--- config.mk ---
export PLATFORM = sky130hd
export DESIGN_NAME = uart_tx_serializer
export DESIGN_NICKNAME = d
export VERILOG_FILES = /design/src/rtl/uart_pkg.sv /design/src/rtl/uart_baud_tick.sv /design/src/rtl/uart_tx_serializer.sv
export SDC_FILE = /design/constraint.sdc
export NUM_CORES = 1
export LEC_CHECK = 0
export ABC_CLOCK_PERIOD_IN_PS = 5100
export CORE_MARGIN = 5
export CORE_UTILIZATION = 50
export DETAILED_ROUTE_END_ITERATION = 10
export PLACE_DENSITY = 0.72
export SETUP_SLACK_MARGIN = 0.3
export SLEW_MARGIN = 0
export SYNTH_ARGS = -nofsm -noshare
export SYNTH_HDL_FRONTEND = slang
export SYNTH_SLANG_ARGS = --single-unit
export TNS_END_PERCENT = 20
--- constraint.sdc ---
create_clock -name clk -period 5.1 [get_ports clk]
set_input_delay 1.275 -clock clk [delete_from_list [all_inputs] [get_ports clk]]
set_output_delay 1.275 -clock clk [all_outputs]
set_load 0.005 [all_outputs]
--- src/rtl/uart_pkg.sv ---
// Shared UART definitions: frame state encoding, line idle level, baud divisor helper.
package uart_pkg;

  typedef logic [2:0] uart_state_t;

  localparam uart_state_t ST_IDLE   = 3'd0;
  localparam uart_state_t ST_START  = 3'd1;
  localparam uart_state_t ST_DATA   = 3'd2;
  localparam uart_state_t ST_PARITY = 3'd3;
  localparam uart_state_t ST_STOP   = 3'd4;
  localparam uart_state_t ST_DONE   = 3'd5;

  localparam logic IDLE_LINE = 1'b1;

  function automatic int clks_per_bit(input int clk_freq, input int baud);
    return clk_freq / baud;
  endfunction

endpackage

--- src/rtl/uart_baud_tick.sv ---
// Bit-period counter: counts 0..CLKS_PER_BIT-1 while enabled, tick pulses on terminal count.
// clr dominates en; no backpressure, the caller decides what a tick means.
module uart_baud_tick #(
  parameter int CLKS_PER_BIT = 434
) (
  input  logic clk,
  input  logic reset,
  input  logic clr,
  input  logic en,
  output logic tick
);

  localparam int CW = (CLKS_PER_BIT > 2) ? $clog2(CLKS_PER_BIT) : 1;
  localparam logic [CW-1:0] TERM = CW'(CLKS_PER_BIT - 1);

  logic [CW-1:0] cnt_q;
  logic [CW-1:0] cnt_d;

  assign tick = en && (cnt_q == TERM);

  always_comb begin
    cnt_d = cnt_q;
    if (clr) begin
      cnt_d = '0;
    end else if (en) begin
      cnt_d = tick ? '0 : cnt_q + CW'(1);
    end
  end

  always_ff @(posedge clk or negedge reset) begin
    if (!reset) begin
      cnt_q <= '0;
    end else begin
      cnt_q <= cnt_d;
    end
  end

endmodule

--- src/rtl/uart_tx_serializer.sv ---
// UART Tx serializer: shifts a held byte out as start/data/[parity]/stop; all outputs registered.
// No backpressure: load is ignored while busy or done, and only tx_clear=0 aborts a frame.
module uart_tx_serializer
  import uart_pkg::*;
#(
  parameter int CLK_FREQ   = 50000000,
  parameter int BAUD       = 115200,
  parameter int DATA_BITS  = 8,
  parameter int PARITY_EN  = 0,
  parameter int PARITY_ODD = 0
) (
  input  logic                 clk,
  input  logic                 reset,
  input  logic                 load,
  input  logic                 transmit,
  input  logic                 tx_clear,
  input  logic [DATA_BITS-1:0] data_in,
  output logic                 tx_serial,
  output logic                 tx_done,
  output logic                 busy
);

  localparam int CLKS_PER_BIT = clks_per_bit(CLK_FREQ, BAUD);
  localparam int IW = $clog2(DATA_BITS);
  localparam logic [IW-1:0] LAST_IDX = IW'(DATA_BITS - 1);

  uart_state_t          state_q, state_d;
  logic [DATA_BITS-1:0] hold_q, hold_d;
  logic [IW-1:0]        bit_idx_q, bit_idx_d;
  logic                 tx_serial_q, tx_serial_d;
  logic                 tx_done_q, tx_done_d;
  logic                 busy_q, busy_d;

  logic in_frame;
  logic baud_clr;
  logic baud_tick;
  logic parity_bit;

  assign in_frame   = (state_q == ST_START) || (state_q == ST_DATA) ||
                      (state_q == ST_PARITY) || (state_q == ST_STOP);
  assign baud_clr   = !tx_clear || !in_frame;
  assign parity_bit = (^hold_q) ^ (PARITY_ODD != 0);

  uart_baud_tick #(
    .CLKS_PER_BIT(CLKS_PER_BIT)
  ) u_baud_tick (
    .clk  (clk),
    .reset(reset),
    .clr  (baud_clr),
    .en   (in_frame),
    .tick (baud_tick)
  );

  always_comb begin
    state_d   = state_q;
    hold_d    = hold_q;
    bit_idx_d = bit_idx_q;
    if (!tx_clear) begin
      state_d   = ST_IDLE;
      bit_idx_d = '0;
    end else begin
      // The holding register is frozen for the whole frame and while done is pending.
      if (load && !busy_q && (state_q != ST_DONE)) begin
        hold_d = data_in;
      end
      case (state_q)
        ST_IDLE: begin
          if (!load && transmit) state_d = ST_START;
        end
        ST_START: begin
          if (baud_tick) begin
            state_d   = ST_DATA;
            bit_idx_d = '0;
          end
        end
        ST_DATA: begin
          if (baud_tick) begin
            if (bit_idx_q == LAST_IDX) begin
              bit_idx_d = '0;
              state_d   = (PARITY_EN != 0) ? ST_PARITY : ST_STOP;
            end else begin
              bit_idx_d = bit_idx_q + IW'(1);
            end
          end
        end
        ST_PARITY: begin
          if (baud_tick) state_d = ST_STOP;
        end
        ST_STOP: begin
          if (baud_tick) state_d = ST_DONE;
        end
        ST_DONE: begin
          state_d = ST_DONE;
        end
        default: begin
          state_d = ST_IDLE;
        end
      endcase
    end
  end

  // Outputs are decoded from the next state so they change on the same edge as the state.
  always_comb begin
    tx_serial_d = IDLE_LINE;
    busy_d      = 1'b0;
    tx_done_d   = 1'b0;
    case (state_d)
      ST_START: begin
        tx_serial_d = 1'b0;
        busy_d      = 1'b1;
      end
      ST_DATA: begin
        tx_serial_d = hold_q[bit_idx_d];
        busy_d      = 1'b1;
      end
      ST_PARITY: begin
        tx_serial_d = parity_bit;
        busy_d      = 1'b1;
      end
      ST_STOP: begin
        busy_d = 1'b1;
      end
      ST_DONE: begin
        tx_done_d = 1'b1;
      end
      default: begin
        tx_serial_d = IDLE_LINE;
      end
    endcase
  end

  always_ff @(posedge clk or negedge reset) begin
    if (!reset) begin
      state_q     <= ST_IDLE;
      hold_q      <= '0;
      bit_idx_q   <= '0;
      tx_serial_q <= IDLE_LINE;
      tx_done_q   <= 1'b0;
      busy_q      <= 1'b0;
    end else begin
      state_q     <= state_d;
      hold_q      <= hold_d;
      bit_idx_q   <= bit_idx_d;
      tx_serial_q <= tx_serial_d;
      tx_done_q   <= tx_done_d;
      busy_q      <= busy_d;
    end
  end

  assign tx_serial = tx_serial_q;
  assign tx_done   = tx_done_q;
  assign busy      = busy_q;

endmodule

# ---- After elaboration in Yosys (flattened, before gate mapping)
# Index checks and enable logic that the tools add are counted.
dict set report classes {
  n_addsub 2
  n_lt_le_gt_ge 1
  n_eq_ne 13
  mux 21
  reduce_logical 17
}
# op count
set op_table {}
lappend op_table {{$mux 3} 11}
lappend op_table {{$mux 9} 3}
lappend op_table {{$pmux 3 s6} 1}
lappend op_table {{$eq 3x3->1 const B} 5}
lappend op_table {{$eq 3x2->1 const B} 4}
lappend op_table {{$add 9x1->9 const B} 1}
lappend op_table {{$eq 9x9->1 const B} 1}
lappend op_table {{$reduce_xor 8->1} 1}
lappend op_table {{$eq 3x1->1 const B} 2}
lappend op_table {{$pmux 3 s2} 1}
lappend op_table {{$logic_and 1x1->1} 4}
lappend op_table {{$logic_not 1->1} 4}
lappend op_table {{$logic_or 1x1->1} 4}
lappend op_table {{$lt 3x4->1 const B} 1}
lappend op_table {{$reduce_or 4->1} 1}
lappend op_table {{$add 3x1->3 const B} 1}
lappend op_table {{$bmux 1 s3} 1}
lappend op_table {{$logic_not 3->1} 1}
lappend op_table {{$mux 1} 3}
lappend op_table {{$ne 3x3->1 const B} 1}
lappend op_table {{$pmux 1 s3} 1}
lappend op_table {{$reduce_and 2->1} 1}
lappend op_table {{$reduce_bool 2->1} 1}
dict set report totals {
  ff_bits 26
  inputBits 13
  out_inout_bits 3
  elab_cells 61
}

# ---- Logic depth before layout (Yosys ltp)
dict set report depth {
  word_depth 11
  mapped_depth 9
}

# ---- By module
# A second synthesis with hierarchy kept.
dict set report hier_totals {
  cells_unflattened 158
  area_unflattened_um2 1646.6
}
# module n_inst cells_each area_per_inst_um2 seq_area_each_um2
set by_module_without_submodules {}
lappend by_module_without_submodules {uart_tx_serializer 1 99 1054.8 426.7}
lappend by_module_without_submodules {uart_baud_tick 1 59 591.8 225.2}

# ---- Least setup slack after synthesis
# OpenSTA, ideal clock, no wires.
dict set report synth_path {
  path_type {input -> register}
  from {in tx_clear}
  to {reg hold_q[0]}
  arrival_time_ns 2.471
  required_ns 4.975
  slack_ns 2.504
  cell_stages 4
  n_path_buf 1
  cell_sequence {clkbuf_1 -> nand2_1 -> a211oi_2 -> mux2_2}
}
dict set report synth_via {
  elab_chain_len 1
}
# element line_no
set synth_rtl {}
lappend synth_rtl {{start, declared} uart_tx_serializer.sv:16} ;# input logic tx_clear,
lappend synth_rtl {{$reduce_and 2->1 (no source line)} n/a}
lappend synth_rtl {{end signal, assigned} uart_tx_serializer.sv:142} ;# hold_q <= hold_d;
lappend synth_rtl {{end, declared} uart_tx_serializer.sv:28} ;# logic [DATA_BITS-1:0] hold_q, hold_d;
# No other way between the ends.
# A chain may end at the register's enable or synchronous reset.

# ---- Worst setup path in the final report
dict set report layout_path {
  from {in tx_clear}
  to {reg hold_q[2]}
}
# The elaborated chain is that of the path after synthesis.

==> impl_metrics.json <==
{
  "clock-sinks": 26,
  "area.growth.synth_to_final_pct": 15.1,
  "synth_top_cell_area_share_pct": 42.7,
  "core_area_um2": 2780,
  "setup_tns_ns": 0,
  "multi_input_area_um2": 768,
  "synth_area_leader_cell": "dfrtp_1",
  "mappedNetlistNets": 155,
  "yosysWarnings": 0,
  "total_power_mw": 0.463,
  "critPathKind": "in2reg",
  "min_period_over_period_pct": 56.5,
  "worst_slew_pin_slew_ns": 0.713,
  "seq_area_um2": 652,
  "synthesis.area_um2": 1470,
  "async_flop_share_pct": 100,
  "postSynthCellCount": 138,
  "die_footprint_um2": 4120,
  "power_density_nw_per_um2": 274,
  "global_placement_routability_congestion": 0.818,
  "power_leakage_nw": 0.693,
  "synth.area.top_cells": "dfrtp_1 43%, xnor2_1 7.2%, mux2_2 5.4%",
  "critPathCapture": "hold_q[2]",
  "ff2ff_setup_slack_ns": 2.60,
  "hold_path.class": "reg2reg",
  "cts_max_path_buffers": 2,
  "mostFrequentLayoutCells": "25 x dfrtp_1, 15 x clkdlybuf4s50_1, 12 x nor2_1, 12 x xnor2_1",
  "finalSetupViolCount": 0,
  "numCtsBuffers": 3,
  "routed_wire_length_per_instance_um": 15.4,
  "initial_utilization_pct": 52.7,
  "critical_path.startpoint_type": "primary input",
  "mostFrequentLayoutCell": "dfrtp_1",
  "max-vdd-ir-drop_mv": 0.269,
  "rr_worst_depth": 8,
  "die_x_um": 64.2,
  "route.detailed.vias_per_inst": 5.86,
  "first_iter_violations": 34,
  "layout.filler_cells": 248,
  "fp.dieH_um": 64.2,
  "resized_cells_post_cts": 0,
  "post_route_cells_drive_above_1_share_pct": 12.4,
  "detailed_place_hpwl_um": 2150,
  "first_pass_grt_wire_length_um": 4700,
  "crit_start": "tx_clear",
  "crit-reg2reg-capture": "tx_serial",
  "fmax_mhz": 347,
  "antenna_cells": 0,
  "io_pins": 16,
  "wirelength_um": 2830,
  "finalClockSkew_ns": 0.00181,
  "edff_count_synth": 0,
  "cts_setup_buffers": 0,
  "cts_tree": "built",
  "first_global_vias": 1028,
  "largest_net_degree_at_the_start_of_global_routing": 27,
  "min_period_ns": 2.88,
  "grt_ovf": 0,
  "ctsHtreeMaxLevel": 1,
  "synth_cell_type_count": 44,
  "num_vias": 1079,
  "setup.worst_path.end_class": "flop",
  "layout.nets": 171,
  "crit_path_max_fanout": 10,
  "cts.hold.buffers_added": 0,
  "detailedRoute.firstPassIterationCount": 4,
  "core.rowCount": 19,
  "critPathArrivalTime_ns": 3.11,
  "seq_area_frac_synth_pct": 44.5,
  "maxSlewViolCount": 0,
  "max_slew_margin_pct": 52.4,
  "dominantRegCellSynth": "dfrtp_1",
  "critical_path_required_ns": 5.32,
  "buffer_ports.inserted": 15,
  "clk_latency_ns": 0.32,
  "clkTransAtPathRegs_ns": 0.14,
  "grt_usage_pct": 14.3,
  "unrepaired_setup_endpoints_after_global_routing": "no",
  "status": "complete, no violations",
  "clock-root-buffer": "clkbuf_4",
  "drv.max_cap_violation_count": 0,
  "route.antenna.remaining_nets": 0,
  "r2r-start": "bit_idx_q[0]",
  "drc_errors_left": 0,
  "synth.ff_latch_count": 26,
  "final_hold_viol_count": 0,
  "postSynthAreaPerCell_um2": 10.6,
  "number_of_antenna_violations_at_the_first_check_in_global_routing": 0
}
==> synthesized netlist by cell type, types with 2 or more instances <==
library cell,count
nand3_1,6
inv_1,5
mux2_2,7
or3_1,2
dfrtp_1,25
clkbuf_1,3
o41a_1,2
ha_1,4
and3_1,4
xor2_1,4
nor4_1,5
nand2_1,7
nor2_1,12
nor3_1,3
nor2b_1,2
nand3b_1,3
o21ai_0,6
xnor2_1,12
==> cell families after synthesis <==
group / Yosys count / synth area share, %
buffers and inverters: 10 / 3.16
DFF: 26 / 44.5
AOI/OAI and AO/OA: 21 / 12.2
xor gates and xnor gates: 16 / 9.56
muxes: 8 / 6.06
adders and majority gates: 4 / 3.41
and+or+nand+nor: 53 / 21.2
==> state kept, by name (all words and copies together) (netlist names) <==
signal	count
bit_idx_q	3
tx_done	1
busy	1
tx_serial	1
hold_q	8
u_baud_tick.cnt_q	9
state_q	3
==> metal layers <==
metal	up-vias	global-route usage, %	share of wire, %
li1	531	-	-
met1	518	19.5	47
met2	25	22.9	47
met3	5	2.80	3.9
met4	0	4.58	1.4
met5	-	0	0
==> how the worst min path moves through the flow <==
stage / start / to / slack, ns / depth (start not counted)
finish: u_baud_tick.cnt_q[0] / u_baud_tick.cnt_q[0] / 0.50 / 1
CTS: u_baud_tick.cnt_q[0] / u_baud_tick.cnt_q[0] / 0.51 / 1
detailed placement: u_baud_tick.cnt_q[0] / u_baud_tick.cnt_q[0] / 0.49 / 1
floorplan: u_baud_tick.cnt_q[0] / u_baud_tick.cnt_q[0] / 0.45 / 1
global placement: u_baud_tick.cnt_q[0] / u_baud_tick.cnt_q[0] / 0.47 / 1
global route: u_baud_tick.cnt_q[0] / u_baud_tick.cnt_q[0] / 0.54 / 1
==> per-stage QoR <==
stage               worst slack [ns]  hold WS, ns  utilization, %  cells  cell area (um^2)
floorplan                       2.50        0.453               -    138              1470
global placement                1.94        0.470            58.8    180              1640
detailed placement              1.87        0.489            58.8    180              1640
CTS                             2.23        0.508            60.7    184              1690
global route                    2.16        0.541            60.7    184              1690
finish                          2.22        0.501            60.7    184              1690
==> worst max-delay path: stages <==
cell	delay, ns
clkdlybuf4s50_1	0.65
nand2_1	0.13
a211oi_2	0.64
mux2_2	0.42
==> area by class of cell <==
type	count	area share, %
Clock buffer	3	1.33
Tap cell	31	2.30
Inverter	5	1.11
Timing Repair Buffer	16	9.34
Multi-Input combinational cell	102	45.5
Sequential cell	26	38.6
Clock inverter	1	1.78
==> power by group <==
group,switching [mW],internal (mW),leakage [nW]
clock network,0.0611,0.0795,0.0279
registers,0.0152,0.221,0.341
logic,0.0360,0.0498,0.325
(Power assumes the default switching activity.)
==> RTL edit 1: new RTL, config.mk and constraints unchanged <==
Change the parameter `DATA_BITS` from 8 to 4.
--- a/src/rtl/uart_tx_serializer.sv
+++ b/src/rtl/uart_tx_serializer.sv
@@ -6,5 +6,5 @@
   parameter int CLK_FREQ   = 50000000,
   parameter int BAUD       = 115200,
-  parameter int DATA_BITS  = 8,
+  parameter int DATA_BITS  = 4,
   parameter int PARITY_EN  = 0,
   parameter int PARITY_ODD = 0
Interface: changed (resized data_in); port bits go from 16 to 12. The function was not compared with the original's and may differ.
==> RTL edit 1 against the unedited design <==
Sequential cell count decreased by 5. Non-clock buffer count shrank 5. Wire length decreased by 20%. Worst setup slack improved by 93 ps. Cell area fell by 20%. Hold slack improved by 8.3 ps. Final cell count down 15%. Register-to-register slack gained 460 ps. Synthesized cell count fell by 14%. Via count down 18%. Area after synthesis fell by 18%. Power is 33% lower. Critical path type unchanged. Largest power group unchanged.
==> RTL edit 1: results (changes against the unedited design) <==
* Run status: complete, no violations (unchanged)
* Diodes inserted at 0 (unchanged)
* Avg WL per Cell at 14.3 um (was 15.4 um)
* DR pass1 iterations at 4 (unchanged)
* Initial DRC count at 18 (was 34)
* GP Congestion at 0.804 (was 0.818)
* Pwr Total at 0.000308 W (was 0.000463 W)
* Logic pwr share at 14.9% (was 18.5%)
* Ranking of synthesized cells by area: dfrtp_1 42%, xnor2_1 5.8%, nor2_1 5.0% (was dfrtp_1 43%, xnor2_1 7.2%, mux2_2 5.4%)
* Final setup violation count at 0 (unchanged)
* Port buffer count at 11 (was 15)
* CTS Buf Count at 3 (unchanged)
* Largest net degree at the start of global routing at 22 (was 27)
* GRT Total Usage at 14.7% (was 14.3%)
* Worst-Skew Late Latency at 290 ps (was 320 ps)
* Regs by FF count: u_baud_tick.cnt_q (9), hold_q (4), state_q (3) (was u_baud_tick.cnt_q (9), hold_q (8))
* Distinct cells, synth at 38 (was 44)
* Post-Place Cells at 153 (was 180)
* CTS Buffer Depth at 2 (unchanged)
* Nets@finish at 142 (was 171)
* Setup Fix Bufs, Post-CTS at 0 (unchanged)
* Area delta synth->final at 11.9% (was 15.1%)
* Most used DFF post-synth: dfrtp_1 (unchanged)
* Initial antenna violation count at 0 (unchanged)
* Fillers at 208 (was 248)
* Vias per cell at 5.64 (was 5.86)
* DP Area at 0.00132 mm^2 (was 0.00164 mm^2)
* Syn Nets at 131 (was 155)
* Place WS at 2000 ps (was 1870 ps)
* Sw frac at 25.0% (was 24.3%)
* Critical Path AT at 2980 ps (was 3110 ps)
* Synth top cells by count: 20 x dfrtp_1, 16 x nor2_1, 8 x xnor2_1 (was 25 x dfrtp_1, 12 x nor2_1, 12 x xnor2_1)
* Leak at 0.578 nW (was 0.693 nW)
* Peak supply drop at 0.201 mV (was 0.269 mV)
* Clock Pin Slew Worst Setup and Hold Paths at 110 ps (was 140 ps)
* Hold Path Class: register to register (unchanged)
* Yosys warning count at 0 (unchanged)
* H-tree lvl count at 1 (unchanged)
* Dpl hpwl at 1.70 mm (was 2.15 mm)
* Critical Path Fanout Max at 8 (was 10)
* Clk sinks at 21 (was 26)
* Async set-reset flop share out of synthesis at 100% (unchanged)
* Slew headroom at 39.3% (was 52.4%)
* Mean Syn Cell Area at 10.1 um^2 (was 10.6 um^2)
* Drt total wl at 2.25 mm (was 2.83 mm)
* CTS resizes at 0 (unchanged)
* Vias in the first global route at 858 (was 1,028)
* Fraction of layout cells with a size suffix above 1 at 12.4% (about the same)
* Global-route wire length before repair at 3.94 mm (was 4.70 mm)
* Clock Skews at 3.47 ps (was 1.81 ps)
* CTS Root Cell: clkbuf_4 (unchanged)
* P_seq at 0.000184 W (was 0.000236 W)
* Proportion of synthesized chip area in sequential cells at 43.9% (was 44.5%)
==> RTL edit 1: cell count changes after synthesis, sizes merged, moves of 3 or more <==
cell and delta:
a211oi +3, a21oi +5, xnor2 -4, mux2 -3
nor4 -6, dfrtp -5, nand3b -3, nor2 +4
==> RTL edit 1: final timing paths <==
check	end	slack [ps]	depth (start not counted)	from
worst max-delay path	hold_q[0]	2310	4	tx_clear
worst min-delay path	u_baud_tick.cnt_q[0]	510	1	u_baud_tick.cnt_q[0]
worst max register to register	tx_serial	3060	8	u_baud_tick.cnt_q[1]
worst min register to register	u_baud_tick.cnt_q[0]	510	1	u_baud_tick.cnt_q[0]
max in group asynchronous	bit_idx_q[1]	3070	1	reset
min in group asynchronous	u_baud_tick.cnt_q[3]	1480	1	reset
==> RTL edit 1: cell type report <==
| cell class | instances | area share, % |
|---|---|---|
| Inverter | 5 | 1.40 |
| Multi-Input combinational cell | 88 | 46.6 |
| Sequential cell | 21 | 39.2 |
| Tap cell | 28 | 2.61 |
| Clock buffer | 4 | 1.96 |
| Timing Repair Buffer | 11 | 8.20 |
==> RTL edit 1: worst max-delay path, stage by stage <==
cell	delay (ps)
clkdlybuf4s50_1	600
nand2_1	80
a211oi_1	610
mux2_2	410
==> RTL edit 1: per-layer routing <==
metal	vias up	GRT usage, %	routed length (um)
met5	-	0	0
met4	0	5.83	36
met3	4	1.96	75
met2	15	22.1	1050
met1	424	21.4	1090
li1	442	-	-
==> RTL edit 1: kinds of logic after synthesis <==
group	Yosys count	synth area share, %
AND/OR/NAND/NOR	47	23.4
AO/OA/AOI/OAI	22	13.0
flip-flops	21	43.9
XOR/XNOR	11	8.03
buffers and inverters	10	3.96
multiplexers	5	4.59
adder cells (fa/ha/maj)	3	3.13
==> RTL edit 2: new RTL, config.mk and constraints unchanged <==
Made on the original files. `hold_q` no longer has a reset.
--- a/src/rtl/uart_tx_serializer.sv
+++ b/src/rtl/uart_tx_serializer.sv
@@ -133,5 +133,4 @@
     if (!reset) begin
       state_q     <= ST_IDLE;
-      hold_q      <= '0;
       bit_idx_q   <= '0;
       tx_serial_q <= IDLE_LINE;
@@ -140,5 +139,4 @@
     end else begin
       state_q     <= state_d;
-      hold_q      <= hold_d;
       bit_idx_q   <= bit_idx_d;
       tx_serial_q <= tx_serial_d;
@@ -146,4 +144,8 @@
       busy_q      <= busy_d;
     end
+  end
+
+  always_ff @(posedge clk) begin
+    hold_q <= hold_d;
   end
 
Check against the original RTL: same outputs for any inputs over 10 cycles, from zero or initial values and one cycle with reset low; that may be too few to reach the edited logic, so the function may still have changed.
==> RTL edit 2 against the unedited design <==
Worst setup slack got worse by 84 ps. First-iteration DRC count is 79% higher. Sequential cell count unchanged. Cell area shrank 6.4%. Wire length shrank 11%. Area after synthesis decreased by 7.7%. Synthesized cell count fell by 10%. Final cell count decreased by 8.2%. Highest routed layer unchanged.
Power is not compared: it rests on default switching activity, and its combinational part moved more than twofold at a synthesized area within 25%.
==> RTL edit 2: results (changes against the unedited design) <==
* Run status: complete, no violations (unchanged)
* Critical Path AT at 2930 ps (was 3110 ps)
* Async set-reset flop share out of synthesis at 69.2% (was 100%)
* Regs by FF count: u_baud_tick.cnt_q (9), hold_q (8) (unchanged)
* Total number of vias at 952 (was 1,079)
* Clock Skews at 5.01 ps (was 1.81 ps)
* DR pass1 iterations at 4 (unchanged)
* Number of synthesized flops with an enable pin at 8 (was 0)
* Slowest cell on crit path: a211oi_1 (was clkdlybuf4s50_1)
* Port buffer count at 15 (unchanged)
* Worst-Skew Late Latency at 330 ps
* H-tree lvl count at 1 (unchanged)
* Proportion of synthesized chip area in sequential cells at 51.1% (was 44.5%)
* Hold Path Class: register to register (unchanged)
* Post-Place Cells at 165 (was 180)
* Ranking of synthesized cells by area: dfrtp_1 31%, edfxtp_1 18%, xnor2_1 6.5% (was dfrtp_1 43%, xnor2_1 7.2%, mux2_2 5.4%)
* Avg WL per Cell at 14.9 um (was 15.4 um)
* Dpl hpwl at 1.90 mm (was 2.15 mm)
* Slowest stage delay, CP at 950 ps (was 650 ps)
* Fillers at 219 (was 248)
* Critical Path Fanout Max at 10 (unchanged)
* Slew headroom at 22.1% (was 52.4%)
* CTS Buffer Depth at 2 (unchanged)
* Diodes inserted at 0 (unchanged)
* CTS Buf Count at 3 (unchanged)
* Global-route wire length before repair at 4.17 mm (was 4.70 mm)
* Distinct cells, synth at 39 (was 44)
* Clock Pin Slew Worst Setup and Hold Paths at 140 ps (about the same)
* Sw frac at approximately a fifth
* Fraction of layout cells with a size suffix above 1 at 9.35% (was 12.4%)
* Largest net degree at the start of global routing at 19 (was 27)
* Initial antenna violation count at 0 (unchanged)
* GRT Total Usage at 15.3% (was 14.3%)
* CTS Root Cell: clkbuf_4 (unchanged)
* GP Congestion at 0.820 (was 0.818)
* Mean Syn Cell Area at 10.9 um^2 (was 10.6 um^2)
* CTS resizes at 0 (unchanged)
* Vias in the first global route at 930 (was 1,028)
* Initial DRC count at 61 (was 34)
* Syn Nets at 141 (was 155)
* Setup Fix Bufs, Post-CTS at 0 (unchanged)
* Synth top cells by count: 17 x dfrtp_1, 14 x nor2_1, 10 x xnor2_1 (was 25 x dfrtp_1, 12 x nor2_1, 12 x xnor2_1)
* Vias per cell at 5.63 (was 5.86)
* Yosys warning count at 0 (unchanged)
* Nets@finish at 157 (was 171)
* Leak at 0.637 nW
* Peak supply drop at 0.195 mV
==> RTL edit 2: cell types whose count changed after synthesis, moves of 5 or more <==
cell / delta
dfrtp_1: -8
nor4_1: -5
edfxtp_1: +8
mux2_2: -6
==> RTL edit 2: power by group through the flow <==
stage	Clock [W]	Sequential, W	Combinational (W)
4_1_cts	0.000146	0.000226	0.0000344
5_1_grt	0.000155	0.000226	0.0000377
2_1_floorplan	0	0.000228	0.0000180
6_report	0.000142	0.000226	0.0000336
3_5_place_dp	0	0.000230	0.0000341
3_3_place_gp	0	0.000229	0.0000332
==> RTL edit 2: cell families after synthesis <==
kind of cell | count (synthesis) | synth area share (%)
DFF | 26 | 51.1
AOI/OAI and AO/OA | 22 | 11.6
adders and majority gates | 4 | 3.70
xor gates and xnor gates | 14 | 9.06
buffers and inverters | 8 | 2.22
muxes | 4 | 3.05
and+or+nand+nor | 46 | 19.2
==> RTL edit 2: cell type report <==
type	instances	area, um^2	share of cell area, %
flip-flops and latches	26	692	43.8
multi-input cells	90	632	40.0
repair buffers	15	150	9.51
well taps	30	37.5	2.38
clock inverters	1	30.0	1.90
clock buffers	3	22.5	1.43
inverters	4	15.0	0.951
==> RTL edit 2: worst max-delay path, delay by kind of cell <==
kind / cells / cell delay [ps]
AOI/OAI and AO/OA: 1 / 950
buffers and inverters: 1 / 620
and+or+nand+nor: 1 / 80
==> RTL edit 2: layer usage <==
metal	up-vias	share of wire [%]	global-route usage, %	routed length, um
li1	469	-	-	-
met1	457	44	19.3	1120
met2	21	49	25.0	1220
met3	5	5.4	3.72	136
met4	0	1.5	6.36	38
met5	-	0	0	0
==> RTL edit 2: worst paths after layout <==
| kind | startpoint | endpoint | slack [ps] | cells past startpoint |
|---|---|---|---|---|
| setup / recovery | tx_clear | hold_q[1] | 2130 | 3 |
| hold / removal | u_baud_tick.cnt_q[0] | u_baud_tick.cnt_q[0] | 520 | 1 |
| setup reg to reg | bit_idx_q[0] | tx_serial | 2680 | 8 |
| hold reg to reg | u_baud_tick.cnt_q[0] | u_baud_tick.cnt_q[0] | 520 | 1 |
| max in group asynchronous | reset | u_baud_tick.cnt_q[8] | 3190 | 1 |
| min in group asynchronous | reset | u_baud_tick.cnt_q[2] | 1400 | 1 |
==> RTL edit 2: per-stage QoR <==
step	cell area [um^2]	worst slack, ps	utilization [%]	total power (W)
final	1580	2130	62.6	0.000401
after global routing	1580	2040	62.6	0.000420
after CTS	1580	2110	62.6	0.000405
after detailed placement	1530	1740	60.5	0.000264
after global placement	1530	1820	60.5	0.000263
after floorplan	1350	2440	-	0.000246
